File: src/rtl/sa_feed_if.sv
// Handshake and operand bus between a job source and the systolic-array feed controller.
// The master side supplies jobs and operands. The slave side (sa_feed_ctrl) drives the array edges.
interface sa_feed_if #(
    parameter int N  = 2,
    parameter int DW = 8
);
    logic            start;
    logic            in_valid;
    logic            in_ready;
    logic [DW-1:0]   in_data;
    logic [N*DW-1:0] a_row;
    logic [N*DW-1:0] b_col;
    logic            pe_rst;
    logic            res_valid;
    logic            busy;

    modport master (
        output start, in_valid, in_data,
        input  in_ready, a_row, b_col, pe_rst, res_valid, busy
    );

    modport slave (
        input  start, in_valid, in_data,
        output in_ready, a_row, b_col, pe_rst, res_valid, busy
    );
endinterface

File: src/rtl/sa_feed_ctrl.sv
// Loads A and B (row-major, 2*N*N beats) and clears the PEs, then skews the operands into an N x N array for 3N-1 cycles.
// Latency is start + 2*N*N beats + 3N+1 cycles. in_ready is high only in LOAD, and in_valid gaps stall the load.
module sa_feed_ctrl #(
    parameter int N  = 2,
    parameter int DW = 8
) (
    input  logic     clk,
    input  logic     rst,
    sa_feed_if.slave bus
);
    localparam int NN = N * N;
    localparam int CW = $clog2(2 * NN);
    localparam int TW = $clog2(3 * N - 1);
    localparam int IW = $clog2(NN);

    typedef enum logic [2:0] {IDLE, LOAD, CLEAR, RUN, DONE} state_t;

    state_t          state, state_nxt;
    logic [CW-1:0]   cnt;
    logic [TW-1:0]   t, t_nxt;
    logic [DW-1:0]   a_buf [NN];
    logic [DW-1:0]   b_buf [NN];
    logic            beat, last_beat;
    logic [N*DW-1:0] a_nxt, b_nxt;

    assign beat      = bus.in_valid && bus.in_ready;
    assign last_beat = beat && (cnt == CW'(2 * NN - 1));

    always_ff @(posedge clk or posedge rst) begin
        if (rst) state <= IDLE;
        else     state <= state_nxt;
    end

    always_comb begin
        state_nxt = state;
        t_nxt     = '0;
        case (state)
            IDLE:  if (bus.start) state_nxt = LOAD;
            LOAD:  if (last_beat) state_nxt = CLEAR;
            CLEAR: state_nxt = RUN;
            RUN: begin
                if (t == TW'(3 * N - 2)) state_nxt = DONE;
                else                     t_nxt     = t + TW'(1);
            end
            DONE:    state_nxt = IDLE;
            default: state_nxt = IDLE;
        endcase
    end

    // Wavefront skew: row i / column j enters i / j cycles late, zero-padded outside the window.
    always_comb begin
        a_nxt = '0;
        b_nxt = '0;
        if (state_nxt == RUN) begin
            for (int i = 0; i < N; i++) begin
                if (int'(t_nxt) >= i && int'(t_nxt) - i < N) begin
                    a_nxt[i*DW +: DW] = a_buf[IW'(i * N + int'(t_nxt) - i)];
                    b_nxt[i*DW +: DW] = b_buf[IW'((int'(t_nxt) - i) * N + i)];
                end
            end
        end
    end

    always_ff @(posedge clk or posedge rst) begin
        if (rst) begin
            t   <= '0;
            cnt <= '0;
            for (int k = 0; k < NN; k++) begin
                a_buf[k] <= '0;
                b_buf[k] <= '0;
            end
        end else begin
            t <= t_nxt;
            if (beat) begin
                cnt <= last_beat ? '0 : cnt + CW'(1);
                if (cnt < CW'(NN)) a_buf[IW'(cnt)]           <= bus.in_data;
                else               b_buf[IW'(cnt - CW'(NN))] <= bus.in_data;
            end
        end
    end

    always_ff @(posedge clk or posedge rst) begin
        if (rst) begin
            bus.in_ready  <= 1'b0;
            bus.a_row     <= '0;
            bus.b_col     <= '0;
            bus.pe_rst    <= 1'b1;
            bus.res_valid <= 1'b0;
            bus.busy      <= 1'b0;
        end else begin
            bus.in_ready  <= (state_nxt == LOAD);
            bus.a_row     <= a_nxt;
            bus.b_col     <= b_nxt;
            bus.pe_rst    <= (state_nxt == CLEAR);
            bus.res_valid <= (state_nxt == DONE);
            bus.busy      <= (state_nxt != IDLE);
        end
    end
endmodule

File: src/flat_wrapper.sv
// flat-port wrapper written by rule: the top's interface ports become plain ports
module sa_feed_ctrl_flat 
#(
    parameter int N  = 2,
    parameter int DW = 8
)
  (clk, rst, bus_start, bus_in_valid, bus_in_data, bus_in_ready, bus_a_row, bus_b_col, bus_pe_rst, bus_res_valid, bus_busy);
  sa_feed_if #(.N(N), .DW(DW)) bus_i ();
  input  logic clk;
  input  logic rst;
  input wire logic [$bits(bus_i.start)-1:0] bus_start;
  input wire logic [$bits(bus_i.in_valid)-1:0] bus_in_valid;
  input wire logic [$bits(bus_i.in_data)-1:0] bus_in_data;
  output wire logic [$bits(bus_i.in_ready)-1:0] bus_in_ready;
  output wire logic [$bits(bus_i.a_row)-1:0] bus_a_row;
  output wire logic [$bits(bus_i.b_col)-1:0] bus_b_col;
  output wire logic [$bits(bus_i.pe_rst)-1:0] bus_pe_rst;
  output wire logic [$bits(bus_i.res_valid)-1:0] bus_res_valid;
  output wire logic [$bits(bus_i.busy)-1:0] bus_busy;
  assign bus_i.start = bus_start;
  assign bus_i.in_valid = bus_in_valid;
  assign bus_i.in_data = bus_in_data;
  assign bus_in_ready = bus_i.in_ready;
  assign bus_a_row = bus_i.a_row;
  assign bus_b_col = bus_i.b_col;
  assign bus_pe_rst = bus_i.pe_rst;
  assign bus_res_valid = bus_i.res_valid;
  assign bus_busy = bus_i.busy;
  sa_feed_ctrl #(.N(N), .DW(DW)) u_core (.clk(clk), .rst(rst), .bus(bus_i));
endmodule
File: config.mk
export PLATFORM = sky130hd
export DESIGN_NAME = sa_feed_ctrl_flat
export DESIGN_NICKNAME = d
export VERILOG_FILES = /design/src/rtl/sa_feed_if.sv /design/src/rtl/sa_feed_ctrl.sv /design/src/flat_wrapper.sv
export SDC_FILE = /design/constraint.sdc
export NUM_CORES = 1
export LEC_CHECK = 0
export BUFFER_PORTS_ARGS = -buffer_cell sky130_fd_sc_hd__buf_2
export CAP_MARGIN = 10
export CORE_MARGIN = 2
export CORE_UTILIZATION = 45
export CTS_BUF_LIST = sky130_fd_sc_hd__clkbuf_2 sky130_fd_sc_hd__clkbuf_4 sky130_fd_sc_hd__clkbuf_8
export CTS_CLUSTER_DIAMETER = 100
export DETAILED_ROUTE_END_ITERATION = 10
export GPL_ROUTABILITY_DRIVEN = 0
export GPL_TIMING_DRIVEN = 0
export MAX_ROUTING_LAYER = met4
export PLACE_DENSITY = 0.74
export RECOVER_POWER = 100
export SLEW_MARGIN = 30
export SYNTH_ARGS = -nofsm -noshare
export SYNTH_HDL_FRONTEND = slang
export SYNTH_SLANG_ARGS = --single-unit
File: constraint.sdc
create_clock -name clk -period 3.7 [get_ports clk]
set_clock_uncertainty 0.1 [all_clocks]
set_input_delay 0.74 -clock clk [delete_from_list [all_inputs] [get_ports clk]]
set_output_delay 0.74 -clock clk [all_outputs]
set_load 0.01 [all_outputs]
==> results of run 1 <==
## sequential cells by signal (all words and copies together) (netlist names)
name,flops
u_core.bus.pe_rst,1
u_core.bus.in_ready,1
u_core.bus.a_row,16
u_core.b_buf,32
u_core.bus.b_col,16
u_core.a_buf,32
u_core.bus.busy,1
u_core.bus.res_valid,1
u_core.t,3
u_core.state,3
u_core.cnt,3
## report_power, final
group / leakage [nW] / switching [mW] / internal, mW
registers: 1.38 / 0.266 / 1.71
clock network: 0.0953 / 0.377 / 0.314
logic: 0.851 / 0.872 / 0.837
## logic make-up (layout without fill, tap and decap cells)
| logic type | Yosys count | in the layout | share of synthesized area, % |
|---|---|---|---|
| compound gates | 45 | 45 | 5.661 |
| flops | 109 | 109 | 59.93 |
| mux | 72 | 72 | 19.87 |
| buf+inv | 20 | 85 | 2.445 |
| simple gates | 87 | 87 | 9.343 |
| fa+ha+maj | 10 | 10 | 2.748 |
## metrics by stage
| step | hold slack (ps) | utilization (%) | setup WS (ps) |
|---|---|---|---|
| 2_1_floorplan | 342.6 | - | 771.0 |
| 3_3_place_gp | 378.0 | 50.50 | 113.5 |
| 3_5_place_dp | 372.0 | 51.47 | 47.85 |
| 4_1_cts | 212.6 | 53.34 | 7.984 |
| 5_1_grt | 225.3 | 52.20 | 34.08 |
| 6_report | 220.5 | 52.20 | 218.2 |
## area by class of cell
class	instances	area, um2
fillers	872	4693
flip-flops and latches	109	2729
multi-input cells	214	1707
repair buffers	51	236.5
well taps	133	166.4
clock buffers	10	131.4
plain buffers	10	68.82
clock inverters	5	52.55
inverters	9	35.03
## worst max path at each step
stage                     startpoint                              to  slack (ps)  cells after the start
6_report       u_core.t[0]$_DFF_PP0_  u_core.bus.b_col[15]$_DFF_PP0_         220                     15
5_1_grt        u_core.t[0]$_DFF_PP0_  u_core.bus.b_col[15]$_DFF_PP0_          30                     15
4_1_cts        u_core.t[0]$_DFF_PP0_   u_core.bus.b_col[8]$_DFF_PP0_           8                     14
3_5_place_dp   u_core.t[0]$_DFF_PP0_   u_core.bus.b_col[8]$_DFF_PP0_          50                     14
3_3_place_gp   u_core.t[0]$_DFF_PP0_   u_core.bus.b_col[8]$_DFF_PP0_         110                     14
2_1_floorplan  u_core.t[0]$_DFF_PP0_  u_core.bus.b_col[15]$_DFF_PP0_         770                     14
## worst max-delay path, stage by stage (launching register included)
cell and delay [ps]:
sky130_fd_sc_hd__dfrtp_1 420, sky130_fd_sc_hd__inv_1 90, sky130_fd_sc_hd__ha_1 270, sky130_fd_sc_hd__a21oi_1 160, sky130_fd_sc_hd__and2_2 160, sky130_fd_sc_hd__buf_6 150, sky130_fd_sc_hd__buf_8 150, sky130_fd_sc_hd__inv_1 130
sky130_fd_sc_hd__buf_4 220, sky130_fd_sc_hd__ha_1 190, sky130_fd_sc_hd__ha_1 270, sky130_fd_sc_hd__nand2b_1 60, sky130_fd_sc_hd__o311a_1 130, sky130_fd_sc_hd__a211o_1 410, sky130_fd_sc_hd__buf_4 240, sky130_fd_sc_hd__a21oi_1 230
## metal layers
layer | vias to the layer above | GRT usage, %
met1 | 1426 | 23.51
met2 | 55 | 28.52
met5 | - | -
met3 | 12 | 2.745
li1 | 1311 | -
met4 | 0 | 6.000
## cell usage in the layout, fill, tap and decap left out, types with 8 or more instances in the layout
master and instances:
sky130_fd_sc_hd__nand2_1 56, sky130_fd_sc_hd__ha_1 9, sky130_fd_sc_hd__buf_2 11, sky130_fd_sc_hd__clkbuf_8 9, sky130_fd_sc_hd__dfrtp_1 108, sky130_fd_sc_hd__inv_1 8, sky130_fd_sc_hd__a21oi_1 28, sky130_fd_sc_hd__mux2_2 64
sky130_fd_sc_hd__nor2b_1 8, sky130_fd_sc_hd__clkbuf_1 43
## timing repair
item | 4_1_cts | 5_1_grt
hold endpoints to repair | 0 | 0
endpoints found under the setup margin | 0 | 10
gates resized for setup | 0 | 2
==> flow_results.xml, run 1 <==
<?xml version="1.0" encoding="UTF-8"?>
<metrics>
  <group name="yosys">
    <metric name="postSynthNetCount" unit="">365</metric>
    <metric name="post-synth-top-count-cell" unit="">sky130_fd_sc_hd__dfrtp_1</metric>
    <metric name="yosys.cell_types.count" unit="">36</metric>
    <metric name="synthDominantAreaCellType" unit="">sky130_fd_sc_hd__dfrtp_1</metric>
    <metric name="synth.top_cell.area_share" unit="%">59.36</metric>
    <metric name="yosys_register_bits" unit="">109</metric>
    <metric name="netlist_top_cells_count" unit="">108 x sky130_fd_sc_hd__dfrtp_1, 64 x sky130_fd_sc_hd__mux2_2, 56 x sky130_fd_sc_hd__nand2_1</metric>
    <metric name="synth-async-reset-ratio" unit="%">100.0</metric>
    <metric name="synth-edff-count" unit="">0</metric>
    <metric name="post_synth_instance_area" unit="mm2">0.004553</metric>
    <metric name="syn_avg_cell_area" unit="um2">13.27</metric>
    <metric name="synth-main-ff-cell" unit="">sky130_fd_sc_hd__dfrtp_1</metric>
    <metric name="synth-seq-area-share" unit="%">59.93</metric>
    <metric name="post_synth_inst_count" unit="">343</metric>
    <metric name="yosys_warnings" unit="">0</metric>
    <metric name="ys_top_cells_by_area" unit="">sky130_fd_sc_hd__dfrtp_1 59%, sky130_fd_sc_hd__mux2_2 16%, sky130_fd_sc_hd__nand2_1 4.6%</metric>
  </group>
  <group name="route">
    <metric name="met2WireLength" unit="um">4421</metric>
    <metric name="final_antenna_net_count" unit="">0</metric>
    <metric name="drt_drc_violations_left" unit="">0</metric>
    <metric name="highest_layer" unit="">met4</metric>
    <metric name="first_pass_iters" unit="">4</metric>
    <metric name="vias_per_cell" unit="">5.183</metric>
    <metric name="met1_length" unit="um">4138</metric>
    <metric name="routed_vias" unit="">2804</metric>
    <metric name="drt_first_iter_violations" unit="">85</metric>
    <metric name="routed_length_per_placed_instance" unit="um">16.53</metric>
    <metric name="met3_length" unit="um">275</metric>
    <metric name="totalWireLength" unit="um">8945</metric>
  </group>
  <group name="clock_network">
    <metric name="ctsHoldBuffers" unit="">0</metric>
    <metric name="post-cts-setup-buffers" unit="">0</metric>
    <metric name="cts-buffers-inserted" unit="">9</metric>
    <metric name="worstSkewPairLatency" unit="ps">350</metric>
    <metric name="cts_root_buf" unit="">sky130_fd_sc_hd__clkbuf_8</metric>
    <metric name="cts.htree.levels" unit="">3</metric>
    <metric name="clkTransAtPathRegs" unit="ps">100</metric>
    <metric name="clkSinkCount" unit="">109</metric>
    <metric name="tritoncts" unit="">yes</metric>
    <metric name="cts_buffer_depth" unit="">2</metric>
  </group>
  <group name="timing">
    <metric name="setup_viol" unit="">0</metric>
    <metric name="fmax" unit="MHz">287.2</metric>
    <metric name="final.period_utilization" unit="%">94.10</metric>
    <metric name="unrepaired_setup_endpoints_after_global_routing" unit="">false</metric>
    <metric name="fin_tns_setup" unit="ps">0</metric>
    <metric name="final_max_slew_viol_count" unit="">32</metric>
    <metric name="timing.max_slew.rel_slack" unit="%">-7.087</metric>
    <metric name="timing.final.crit_period" unit="ps">3482</metric>
    <metric name="hold_violations" unit="">0</metric>
    <metric name="tightest_slew" unit="ps">1606</metric>
  </group>
  <group name="floorplanning">
    <metric name="die_height" unit="um">104.6</metric>
    <metric name="boundaryPins" unit="">48</metric>
    <metric name="core" unit="mm2">0.009819</metric>
    <metric name="initial_core_util" unit="%">46.37</metric>
    <metric name="die-width" unit="um">104.6</metric>
    <metric name="floorplan.die_area" unit="mm2">0.01094</metric>
    <metric name="rows" unit="">36</metric>
  </group>
  <group name="cells_and_area">
    <metric name="finish.instance_area" unit="mm2">0.005126</metric>
    <metric name="final_net_count" unit="">426</metric>
    <metric name="area_growth" unit="%">12.59</metric>
    <metric name="finalNonFillerCells" unit="">541</metric>
    <metric name="layout_cell_share_with_drive_strength_beyond_1" unit="%">27.21</metric>
    <metric name="antenna-diode-count" unit="">0</metric>
  </group>
  <group name="power">
    <metric name="vdd.ir_drop.worst" unit="mV">0.3468</metric>
    <metric name="total_power" unit="mW">4.379</metric>
    <metric name="power_density" unit="mW/mm2">854.2</metric>
    <metric name="leakage_power_of_the_design" unit="nW">2.327</metric>
  </group>
  <group name="setup_path">
    <metric name="path_class" unit="">register to register</metric>
    <metric name="setup.reg_to_reg.worst_slack" unit="ps">220</metric>
    <metric name="cp_capture_type" unit="">register</metric>
    <metric name="worst-endpoint-required" unit="ps">3850</metric>
    <metric name="reg2regPathDepth" unit="">15</metric>
    <metric name="worst-endpoint-arrival" unit="ps">3630</metric>
    <metric name="worstPathMaxFanout" unit="">10</metric>
    <metric name="crit-reg2reg-capture" unit="">u_core.bus.b_col[15]$_DFF_PP0_</metric>
    <metric name="reg2reg_from" unit="">u_core.t[0]$_DFF_PP0_</metric>
    <metric name="critical_path.startpoint_type" unit="">register</metric>
  </group>
  <group name="placement">
    <metric name="placed_inst_area" unit="mm2">0.005054</metric>
    <metric name="dp.cells" unit="">527</metric>
    <metric name="dpl.hpwl" unit="um">6206</metric>
    <metric name="buffer_ports.inserted" unit="">47</metric>
  </group>
  <group name="grt">
    <metric name="grt_pass1_wl" unit="um">14730</metric>
    <metric name="first_global_vias" unit="">2881</metric>
    <metric name="grt_start_max_net_pins" unit="">32</metric>
    <metric name="grt_overflow_total" unit="">0</metric>
    <metric name="grt_antenna_before_repair" unit="">0</metric>
    <metric name="grt_usage" unit="%">17.82</metric>
  </group>
  <group name="status">
    <metric name="outcome" unit="">finished, violations left</metric>
    <metric name="failed_checks" unit="">max-capacitance violations, max-slew violations</metric>
  </group>
  <group name="run">
    <metric name="cap_viol_max_count" unit="">1</metric>
  </group>
  <group name="min_path">
    <metric name="holdCritPathClass" unit="">primary input to async pin</metric>
  </group>
</metrics>
Power figures use the tool's default switching activity.
==> inputs of run 2 (changes only) <==
--- a/config.mk
+++ b/config.mk
@@ -15,8 +15,7 @@
 export GPL_ROUTABILITY_DRIVEN = 0
 export GPL_TIMING_DRIVEN = 0
 export MAX_ROUTING_LAYER = met4
-export PLACE_DENSITY = 0.74
-export RECOVER_POWER = 100
+export PLACE_DENSITY_LB_ADDON = 0.05
 export SLEW_MARGIN = 30
 export SYNTH_ARGS = -nofsm -noshare
 export SYNTH_HDL_FRONTEND = slang
==> run 2 against run 1 <==
  * The run now ends clean
  * Critical path depth fell by 2
  * Combinational power increased by 5%
  * Final area grew 1.8%
  * Sequential power about the same
  * Power grew 0.22%
  * Sequential share of layout area down 0.93 points
  * Die area unchanged
  * Via count shrank 0.25%
==> flow_results.xml, run 2 (synthesized netlist as in run 1, its figures left out) <==
<?xml version="1.0" encoding="UTF-8"?>
<metrics>
  <group name="status">
    <metric name="outcome" unit="">finished clean</metric>
  </group>
  <group name="grt">
    <metric name="grt_usage" unit="%">19.49</metric>
    <metric name="first_global_vias" unit="">2832</metric>
    <metric name="grt_start_max_net_pins" unit="">30</metric>
    <metric name="grt_antenna_before_repair" unit="">0</metric>
    <metric name="grt_overflow_total" unit="">0</metric>
    <metric name="grt_pass1_wl" unit="um">15660</metric>
  </group>
  <group name="route">
    <metric name="vias_per_cell" unit="">5.180</metric>
    <metric name="routed_vias" unit="">2797</metric>
    <metric name="routed_length_per_placed_instance" unit="um">17.61</metric>
    <metric name="drt_first_iter_violations" unit="">88</metric>
    <metric name="totalWireLength" unit="um">9508</metric>
    <metric name="final_antenna_net_count" unit="">0</metric>
    <metric name="drt_drc_violations_left" unit="">0</metric>
    <metric name="first_pass_iters" unit="">4</metric>
  </group>
  <group name="clock_network">
    <metric name="cts.htree.levels" unit="">3</metric>
    <metric name="cts_root_buf" unit="">sky130_fd_sc_hd__clkbuf_8</metric>
    <metric name="cts_buffer_depth" unit="">2</metric>
    <metric name="cts-buffers-inserted" unit="">9</metric>
    <metric name="worstSkewPairLatency" unit="ps">360</metric>
    <metric name="clkTransAtPathRegs" unit="ps">100</metric>
    <metric name="clkSinkCount" unit="">109</metric>
    <metric name="tritoncts" unit="">yes</metric>
  </group>
  <group name="cells_and_area">
    <metric name="fillers" unit="">902</metric>
    <metric name="layout_cell_share_with_drive_strength_beyond_1" unit="%">37.35</metric>
    <metric name="mostFrequentLayoutCells" unit="">108 x sky130_fd_sc_hd__dfrtp_1, 64 x sky130_fd_sc_hd__mux2_2, 56 x sky130_fd_sc_hd__nand2_1, 49 x sky130_fd_sc_hd__buf_2, 28 x sky130_fd_sc_hd__a21oi_1</metric>
    <metric name="final_core_utilization" unit="%">53.13</metric>
    <metric name="final_net_count" unit="">426</metric>
    <metric name="layout_commonest_cell" unit="">sky130_fd_sc_hd__dfrtp_1</metric>
    <metric name="antenna-diode-count" unit="">0</metric>
    <metric name="finish.instance_area" unit="mm2">0.005218</metric>
    <metric name="multiInputGateArea" unit="mm2">0.001715</metric>
    <metric name="final-seq-area" unit="mm2">0.002729</metric>
    <metric name="area_growth" unit="%">14.59</metric>
    <metric name="leading_registers_by_flop_count" unit="">u_core.a_buf x32, u_core.b_buf x32</metric>
  </group>
  <group name="floorplanning">
    <metric name="rows" unit="">36</metric>
    <metric name="core" unit="mm2">0.009819</metric>
    <metric name="floorplan.die_area" unit="mm2">0.01094</metric>
    <metric name="die-width" unit="um">104.6</metric>
    <metric name="initial_core_util" unit="%">46.37</metric>
    <metric name="boundaryPins" unit="">48</metric>
    <metric name="die_height" unit="um">104.6</metric>
  </group>
  <group name="min_path">
    <metric name="holdCritPathClass" unit="">primary input to async pin</metric>
  </group>
  <group name="power">
    <metric name="sw_frac_of_total" unit="%">34.87</metric>
    <metric name="comb_power_share" unit="%">41.0</metric>
    <metric name="internal_power" unit="mW">2.858</metric>
    <metric name="power.switching" unit="mW">1.530</metric>
    <metric name="total_power" unit="mW">4.388</metric>
    <metric name="power.share.sequential" unit="%">44.7</metric>
    <metric name="p_clk_share" unit="%">14.4</metric>
    <metric name="leakage_power_of_the_design" unit="nW">2.491</metric>
    <metric name="power_density" unit="mW/mm2">841.1</metric>
    <metric name="vdd.ir_drop.worst" unit="mV">0.3584</metric>
  </group>
  <group name="timing">
    <metric name="timing.final.crit_period" unit="ps">3460</metric>
    <metric name="fmax" unit="MHz">289.1</metric>
    <metric name="tightest_slew" unit="ps">848.6</metric>
    <metric name="final.period_utilization" unit="%">93.50</metric>
    <metric name="holdWs" unit="ps">276.5</metric>
    <metric name="final_max_slew_viol_count" unit="">0</metric>
    <metric name="fin_tns_setup" unit="ps">0</metric>
    <metric name="timing.max_slew.rel_slack" unit="%">43.05</metric>
    <metric name="hold_violations" unit="">0</metric>
    <metric name="setup_viol" unit="">0</metric>
    <metric name="unrepaired_setup_endpoints_after_global_routing" unit="">false</metric>
  </group>
  <group name="setup_path">
    <metric name="worst-endpoint-required" unit="ps">3890</metric>
    <metric name="cp_capture_type" unit="">register</metric>
    <metric name="worst_path_most_repeated_cell" unit="">sky130_fd_sc_hd__a21oi_1</metric>
    <metric name="cpPeakStageDelay" unit="ps">440</metric>
    <metric name="worstPathMaxFanout" unit="">11</metric>
    <metric name="critical_path.startpoint_type" unit="">register</metric>
    <metric name="slowest_stage" unit="">sky130_fd_sc_hd__ha_2</metric>
    <metric name="worst-endpoint-arrival" unit="ps">3650</metric>
    <metric name="path_cells" unit="">inv_1, ha_1, a21oi_1, and2_4, buf_6, buf_8, buf_2, ha_2, nand2b_1, o311a_1, a211o_1, buf_4, a21oi_1</metric>
    <metric name="worst_path_dominant_cell_family" unit="">buffers and inverters</metric>
    <metric name="path_class" unit="">register to register</metric>
    <metric name="worstPathBufferInverterCount" unit="">5</metric>
  </group>
  <group name="placement">
    <metric name="dpl.hpwl" unit="um">6415</metric>
    <metric name="buffer_ports.inserted" unit="">47</metric>
    <metric name="placed_inst_area" unit="mm2">0.005061</metric>
  </group>
  <group name="run">
    <metric name="cap_viol_max_count" unit="">0</metric>
  </group>
</metrics>
## run 2: through the flow
step | cells | setup WS (ps)
floorplan | 343 | 771.0
global placement | 523 | 37.35
detailed placement | 527 | 13.05
CTS | 541 | 5.126
global route | 540 | 57.70
finish | 540 | 240.4
## run 2: area by class of cell
class,instances,share of cell area [%]
clock buffers,10,2.518
multi-input cells,214,32.88
plain buffers,10,1.415
well taps,133,3.189
inverters,9,0.7194
repair buffers,51,6.475
flip-flops and latches,109,52.30
clock inverters,4,0.5036
## run 2: worst paths after layout
| kind | end | slack, ps | from | cells after the start |
|---|---|---|---|---|
| worst max-delay path | u_core.bus.b_col[15]$_DFF_PP0_ | 240 | u_core.t[0]$_DFF_PP0_ | 13 |
| worst min-delay path | u_core.bus.a_row[9]$_DFF_PP0_ | 280 | rst | 2 |
| worst max register to register | u_core.bus.b_col[15]$_DFF_PP0_ | 240 | u_core.t[0]$_DFF_PP0_ | 13 |
| worst min register to register | u_core.bus.busy$_DFF_PP0_ | 400 | u_core.state[2]$_DFF_PP0_ | 1 |
| max in group asynchronous | u_core.a_buf[21]$_DFFE_PP0P_ | 2360 | rst | 5 |
| min in group clk | u_core.bus.busy$_DFF_PP0_ | 400 | u_core.state[2]$_DFF_PP0_ | 1 |
## run 2: metal layers
layer	track usage, %	routed length, um
met3	2.932	227
met1	26.84	4561
met4	6.857	144
met2	29.83	4575
met5	-	0
## run 2: power groups by stage
stage / Sequential [mW] / Combinational, mW / Clock (mW)
after detailed placement: 1.98 / 1.81 / 0
after CTS: 1.96 / 1.82 / 0.652
final: 1.96 / 1.80 / 0.630
after global routing: 2.03 / 1.98 / 0.715
after global placement: 1.97 / 1.77 / 0
after floorplan: 2.01 / 1.24 / 0
## run 2: what timing repair did
item	4_1_cts	5_1_grt
endpoints found under the setup margin	0	10
endpoints found under the hold margin	0	0
hold buffers	0	0
resized for setup	0	1
setup buffers	0	0
